### config.mk
export PLATFORM = sky130hd
export DESIGN_NAME = can_bit_destuffer
export DESIGN_NICKNAME = d
export VERILOG_FILES = /design/src/rtl/can_pkg.sv /design/src/rtl/can_bit_destuffer_rx_sync_vote.sv /design/src/rtl/can_bit_destuffer.sv
export SDC_FILE = /design/constraint.sdc
export NUM_CORES = 1
export LEC_CHECK = 0
export BUFFER_PORTS_ARGS = -buffer_cell sky130_fd_sc_hd__buf_2
export CORE_MARGIN = 1.5
export CORE_UTILIZATION = 41
export CTS_BUF_LIST = sky130_fd_sc_hd__clkbuf_4 sky130_fd_sc_hd__clkbuf_8 sky130_fd_sc_hd__clkbuf_16
export CTS_CLUSTER_SIZE = 8
export DETAILED_ROUTE_END_ITERATION = 8
export GPL_TIMING_DRIVEN = 0
export SETUP_SLACK_MARGIN = 0.3
export SLEW_MARGIN = 20
export SYNTH_ARGS = -nofsm -noshare
export SYNTH_HDL_FRONTEND = slang
export SYNTH_SLANG_ARGS = --single-unit
### constraint.sdc
create_clock -name sampleclk -period 5.8 [get_ports sampleclk]
set_clock_uncertainty 0.15 [all_clocks]
set_input_delay 0.58 -clock sampleclk [delete_from_list [all_inputs] [get_ports sampleclk]]
set_output_delay 0.58 -clock sampleclk [all_outputs]
set_load 0.1 [all_outputs]
### src/rtl/can_pkg.sv
// Shared CAN receive-path types and bus level constants.
// Latency: none (declarations only).
// Backpressure: none.
package can_pkg;

  typedef enum logic [1:0] {
    IDLE_WAIT = 2'd0,
    IDLE      = 2'd1,
    FRAME     = 2'd2
  } can_state_t;

  localparam logic CAN_RECESSIVE = 1'b1;
  localparam logic CAN_DOMINANT  = 1'b0;

endpackage

### src/rtl/can_bit_destuffer_rx_sync_vote.sv
// Synchronises raw rx, keeps a 3-deep history and votes the sampled bit.
// Latency: rx reaches stage[0] after the two synchroniser flops; vote is combinational from stages.
// Backpressure: none, free-running every sampleclk cycle.
module rx_sync_vote
  import can_pkg::*;
#(
  parameter int MAJORITY = 1
) (
  input  logic sampleclk,
  input  logic rst,
  input  logic rx,
  output logic voted
);

  logic       sync_meta;
  logic       sync_q;
  logic [2:0] stage;

  // Two-flop synchroniser followed by the 3-stage history; everything idles recessive.
  always_ff @(posedge sampleclk) begin
    if (rst) begin
      sync_meta <= CAN_RECESSIVE;
      sync_q    <= CAN_RECESSIVE;
      stage     <= {3{CAN_RECESSIVE}};
    end else begin
      sync_meta <= rx;
      sync_q    <= sync_meta;
      stage     <= {stage[1:0], sync_q};
    end
  end

  // Majority of three filters single-cycle glitches; otherwise take the newest stage.
  assign voted = (MAJORITY != 0)
               ? ((stage[0] & stage[1]) | (stage[0] & stage[2]) | (stage[1] & stage[2]))
               : stage[0];

endmodule

### src/rtl/can_bit_destuffer.sv
// CAN bit stage: votes sampled bits, tracks idle/SOF, strips stuff bits, flags stuff errors.
// Latency: outputs registered, one cycle after the qualifying sample_en.
// Backpressure: none; every accepted sample is consumed in the cycle it arrives.
module can_bit_destuffer
  import can_pkg::*;
#(
  parameter int STUFF_LEN = 5,
  parameter int IDLE_BITS = 11,
  parameter int MAJORITY  = 1
) (
  input  logic sampleclk,
  input  logic rst,
  input  logic rx,
  input  logic sample_en,
  input  logic lock,
  input  logic destuff_en,
  input  logic frame_done,
  output logic bit_out,
  output logic bit_valid,
  output logic sof,
  output logic in_frame,
  output logic bus_idle,
  output logic stuff_err,
  output logic abort
);

  localparam int RUN_W  = $clog2(STUFF_LEN + 1);
  localparam int IDLE_W = $clog2(IDLE_BITS + 1);

  localparam logic [RUN_W-1:0]  RUN_MAX  = RUN_W'(STUFF_LEN);
  localparam logic [RUN_W-1:0]  RUN_ONE  = RUN_W'(1);
  localparam logic [IDLE_W-1:0] IDLE_MAX = IDLE_W'(IDLE_BITS);
  localparam logic [IDLE_W-1:0] IDLE_ONE = IDLE_W'(1);

  can_state_t        state;
  logic [IDLE_W-1:0] idle_cnt;
  logic [RUN_W-1:0]  run_len;
  logic              last_pol;
  logic              voted;
  logic              take;
  logic              at_stuff;
  logic              same_pol;

  rx_sync_vote #(
    .MAJORITY (MAJORITY)
  ) u_vote (
    .sampleclk (sampleclk),
    .rst       (rst),
    .rx        (rx),
    .voted     (voted)
  );

  // A sample only counts while the baud clock is locked.
  assign take     = sample_en & lock;
  assign at_stuff = destuff_en & (run_len == RUN_MAX);
  assign same_pol = (voted == last_pol);

  assign in_frame = (state == FRAME);
  assign bus_idle = (state == IDLE);

  // Bus state machine, run/idle counters and registered bit outputs.
  always_ff @(posedge sampleclk) begin
    if (rst) begin
      state     <= IDLE_WAIT;
      idle_cnt  <= '0;
      run_len   <= '0;
      last_pol  <= CAN_RECESSIVE;
      bit_out   <= CAN_RECESSIVE;
      bit_valid <= 1'b0;
      sof       <= 1'b0;
      stuff_err <= 1'b0;
      abort     <= 1'b0;
    end else begin
      bit_valid <= 1'b0;
      sof       <= 1'b0;
      stuff_err <= 1'b0;
      abort     <= 1'b0;

      case (state)
        IDLE_WAIT: begin
          if (take) begin
            if (voted == CAN_RECESSIVE) begin
              if (idle_cnt != IDLE_MAX) begin
                idle_cnt <= idle_cnt + IDLE_ONE;
              end
              if (idle_cnt >= IDLE_MAX - IDLE_ONE) begin
                state <= IDLE;
              end
            end else begin
              idle_cnt <= '0;
            end
          end
        end

        IDLE: begin
          if (take && (voted == CAN_DOMINANT)) begin
            state     <= FRAME;
            bit_out   <= CAN_DOMINANT;
            bit_valid <= 1'b1;
            sof       <= 1'b1;
            run_len   <= RUN_ONE;
            last_pol  <= CAN_DOMINANT;
          end
        end

        FRAME: begin
          if (!lock) begin
            // Lost lock: anything sampled now is untrustworthy.
            abort    <= 1'b1;
            state    <= IDLE_WAIT;
            idle_cnt <= '0;
          end else if (frame_done) begin
            // End of frame beats a coincident bit, but a violation is still reported.
            state    <= IDLE_WAIT;
            idle_cnt <= '0;
            if (take && at_stuff && same_pol) begin
              stuff_err <= 1'b1;
            end
          end else if (take) begin
            if (at_stuff) begin
              if (same_pol) begin
                stuff_err <= 1'b1;
                state     <= IDLE_WAIT;
                idle_cnt  <= '0;
              end else begin
                // Expected stuff bit: consume silently and restart the run.
                run_len  <= RUN_ONE;
                last_pol <= voted;
              end
            end else begin
              bit_out   <= voted;
              bit_valid <= 1'b1;
              last_pol  <= voted;
              if (same_pol) begin
                run_len <= (run_len == RUN_MAX) ? RUN_MAX : run_len + RUN_ONE;
              end else begin
                run_len <= RUN_ONE;
              end
            end
          end
        end

        default: begin
          state    <= IDLE_WAIT;
          idle_cnt <= '0;
        end
      endcase
    end
  end

endmodule

# == Word level (Yosys, flattened, before mapping) ==
# Index checks and enable logic that the tools add are counted.
# op_classes
addsub,2
order_cmp,1
eq_ne,18
muxes,52
bitwise_logic,11
reduce_logical,12
# op_table
op,n
$mux W4,8
$mux W3,8
$mux W1,21
$mux W2,9
$reduce_and A6 Y1,3
$ne A2 B2 Y1 const B,6
$ne A4 B3 Y1 const B,3
$pmux W4 S3,1
$reduce_and A7 Y1,1
$ne A3 B3 Y1 const B,2
$pmux W1 S2,3
$pmux W2 S3,1
$pmux W3 S2,1
$and A1 B1 Y1,5
$add A4 B1 Y4 const B,1
$ge A4 B4 Y1 const B,1
$ne A2 B1 Y1 const B,2
$ne A4 B4 Y1 const B,1
$not A1 Y1,4
$reduce_or A2 Y1,2
$add A3 B1 Y3 const B,1
$eq A3 B3 Y1 const B,1
$logic_and A1 B1 Y1,3
$reduce_or A3 Y1,1
6 further kinds,7
# totals
regBits,20
input_bits,7

# == Longest topological paths before layout ==
# logic_depth
word_depth,10
ltp_mapped,8
mapped_depth_nobuf,7

# == Modules after synthesis ==
# Synthesis repeated with hierarchy kept, for this count alone.
# unflattened
hier_cells,110
area_unflattened_um2,1027.2
# modules_own_cells
mod,instances,cells_each,area_per_inst_um2,seq_area_each_um2
can_bit_destuffer,1,99,884.6,300.3
rx_sync_vote,1,11,142.6,100.1

# == Least setup slack after synthesis ==
# OpenSTA, ideal clock, no wires.
# synth_timing
path_kind,register to register
startpoint,register state[1]
endpoint,register run_len[1]
setup_time_ns,0.073
arrival_time_ns,2.371
t_required_ns,5.577
slack_ns,3.207
stages_incl_launch_ff,8
path_buffers,0
period_less_slack_ns,2.593
path_cell_list,dfxtp_1 inv_1 ha_1 nand2b_1 a221oi_4 and3_1 a31oi_1 nor3b_2
# synth_via
elab_chain_len,3
elab_cells_between_ends,10
classes_between,7 x eq/ne; 1 x mux; 2 x reduce/logical
# synth_lines
item,line_no,text
start: declaration,can_bit_destuffer.sv:35,can_state_t state;
start signal: assignment,can_bit_destuffer.sv:64,state <= IDLE_WAIT;
start signal: assignment,can_bit_destuffer.sv:87,state <= IDLE;
start signal: assignment,can_bit_destuffer.sv:97,state <= FRAME;
$eq A2 B1 Y1 *,n/a,
net bus_idle,can_bit_destuffer.sv:22,"output logic bus_idle,"
$ne A2 B1 Y1 (no line) / $reduce_bool A2 Y1 (equally long branches),n/a,
$reduce_and A6 Y1 (no line),n/a,
end signal: assignment,can_bit_destuffer.sv:135,run_len <= (run_len == RUN_MAX) ? RUN_MAX : run_len + RUN_ONE;
end: declaration,can_bit_destuffer.sv:37,logic [RUN_W-1:0] run_len;
# Mark *: on every way through the listed nets, which the timed path passes. The rest lies on a longest branch.
# A chain may end at the register's enable or synchronous reset.

# == Worst setup path after layout ==
# layout_timing
startpoint,register state[1]
endpoint,output port bus_idle
# layout_via
elab_chain_len,1
# layout_lines
item,line_no,text
$eq A2 B1 Y1,can_bit_destuffer.sv:59,assign bus_idle = (state == IDLE);
end: declaration,can_bit_destuffer.sv:22,
# Every way passes these cells.

==> flow_metrics.env <==
export IMPL_outcome="finished clean"
export IMPL_start_util_pct=43.3
export IMPL_cts_buffers=3
export IMPL_grt_pass1_vias=785
export IMPL_grt_setup_unrepaired="false"
export IMPL_core_um2=2450
export IMPL_grt_start_max_net_pins=13
export IMPL_setup_tns_ps=0
export IMPL_instances_no_fill=164
export IMPL_grt_use_total_pct=16.5
export IMPL_cts_tree="done"
export IMPL_syn_cell_area_um2=1060
export IMPL_synth_xor_area_share_pct=2.59
export IMPL_cts_hold_fix_buffers=0
export IMPL_worst_pin_slew_ps=488
export IMPL_die_x_um=53.9
export IMPL_power_total_uw=271
export IMPL_drtPass1Iterations=4
export IMPL_vias=851
export IMPL_die_h_um=53.9
export IMPL_wl_mm=2.01
export IMPL_powerDensity_nw_per_um2=222
export IMPL_wl_per_cell_um=12.3
export IMPL_ys_top_cells_by_area="dfxtp_1, ha_1, nand2b_1"
export IMPL_grt_pass1_wl_mm=3.43
export IMPL_cp_end_kind="output pin"
export IMPL_arrival_ps=1640
export IMPL_hold_class="flop to flop"
export IMPL_ys_ff_latch=20
export IMPL_slew_violations=0
export IMPL_synth_top_area_share_pct=37.6
export IMPL_holdWs_ps=273
export IMPL_gp_congestion=0.697
export IMPL_antenna_found_initial=0
export IMPL_clock_sinks=20
export IMPL_max_cap_violations=0
export IMPL_num_nets_final=148
export IMPL_ctsRootBufferMaster="clkbuf_4"
export IMPL_cp_max_fo=10
export IMPL_post_cts_buffers=0
export IMPL_required_ps=5070
export IMPL_die_area_um2=2910
export IMPL_yosysUniqueCellTypes=40
export IMPL_clk_path_buf_depth=2
export IMPL_seq_area_frac_synth_pct=37.6
export IMPL_ios=14
export IMPL_area_growth_pct=14.6
export IMPL_synth_compound_area_share_pct=18.4
export IMPL_drt_initial_drc_count=10
export IMPL_p_leak_nw=0.452
export IMPL_yosysTopAreaCell="dfxtp_1"
export IMPL_synthCells=117
export IMPL_io_buffers=13
export IMPL_dp_cells=160
export IMPL_final_cell_mix="dfxtp_1, buf_2, nand2b_1"
export IMPL_yosysWarnings=0
export IMPL_synth_fp_nets=130
export IMPL_ir_drop_mv=0.138
export IMPL_diodes=0
export IMPL_synthSimpleGateAreaFrac_pct=26.7
export IMPL_synth_top_family_by_area="simple AND/OR/NAND/NOR gates"
export IMPL_rows=18
export IMPL_postRouteAntennaNets=0
export IMPL_start_kind="flop"
export IMPL_fin_crit_ps=2370
export IMPL_max_freq_mhz=422
export IMPL_drive_gt1_share_pct=22.4
export IMPL_drc=0
export IMPL_cts_resized=0
export IMPL_clk_latency_ps=300
export IMPL_synth_mux_area_share_pct=1.88
export IMPL_dp_hpwl_mm=1.57
export IMPL_final_common_cell="dfxtp_1"
export IMPL_critPathKind="flop to output pin"
export IMPL_path_clk_slew_ps=120
export IMPL_overflow=0
export IMPL_maxSlewHeadroom_pct=67.7
export IMPL_setup_viol=0
export IMPL_routed_via_density=5.19
export IMPL_hold_viol=0
export IMPL_synthAdderAreaFrac_pct=8.12
export IMPL_htree_levels=1
export IMPL_min_period_over_period_pct=40.8
export IMPL_avgSynthCellArea_um2=9.09
## Yosys cell counts
library cell	n
a211o_1	1
a21oi_1	4
a21oi_2	1
a221o_1	1
a221oi_1	1
a221oi_4	1
a311oi_1	1
a31oi_1	3
a41oi_1	1
and3_1	4
buf_2	1
buf_6	1
clkbuf_1	3
dfxtp_1	20
ha_1	6
inv_1	6
maj3_2	1
mux2i_1	2
nand2_1	9
nand2b_1	11
nand3_1	1
nand4b_1	1
nor2_1	6
nor2b_1	3
nor3_1	4
nor3b_2	1
nor4_1	1
o211ai_1	1
o21ai_0	4
o21ai_1	2
o21bai_1	1
o22ai_1	1
o311ai_1	1
o31ai_1	1
o32ai_1	1
or2_2	5
or3_1	2
or4_1	1
or4_4	1
xnor2_4	1
## cell families after synthesis
kind of cell	after synthesis
simple gates	50
compound gates	26
flops	20
buf+inv	11
fa+ha+maj	7
mux	2
xor+xnor	1
## registers in the layout, summed over array words and instances (netlist names), 2 cells and up
name and count:
idle_cnt 4, run_len 3, state 2, u_vote.stage 3
## where the power goes
part	switching (mW)	internal (mW)	total [mW]
logic	0.0103	0.00710	0.0174
clock network	0.0427	0.0698	0.113
registers	0.00153	0.139	0.141
total	0.0545	0.216	0.271
## final timing paths
check                                      start            end  slack (ps)  cells after the start
worst max-delay path                    state[1]       bus_idle        3430                      3
worst min-delay path            u_vote.sync_meta  u_vote.sync_q         270                      1
worst max register to register          state[0]     run_len[1]        3620                      8
worst min register to register  u_vote.sync_meta  u_vote.sync_q         270                      1
## area by class of cell
type | instances | area (um2)
Fill cell | 243 | 1240
Multi-Input combinational cell | 86 | 613
Sequential cell | 20 | 400
Timing Repair Buffer | 13 | 65.1
Tap cell | 30 | 37.5
Clock inverter | 1 | 30.0
Buffer | 5 | 27.5
Clock buffer | 3 | 22.5
Inverter | 6 | 22.5
## critical path: stages (launching register included)
cell     delay, ps
dfxtp_1        340
inv_1          100
ha_1           390
buf_2          500
## stage by stage
stage / setup WS, ps / utilization, % / cell area, um2
after floorplan: 3210 / - / 1060
final: 3430 / 49.6 / 1220
after global routing: 3330 / 49.6 / 1220
after detailed placement: 3640 / 47.5 / 1170
after CTS: 3410 / 49.6 / 1220
after global placement: 3660 / 47.5 / 1170
## metal layers
metal	global-route usage, %	part of all wire (%)	up-vias
met5	0	0	-
met2	27.6	46	13
met3	3.06	3.6	4
met1	20.8	49	385
li1	-	-	449
met4	6.41	1.3	0
Power figures use the tool's default switching activity.
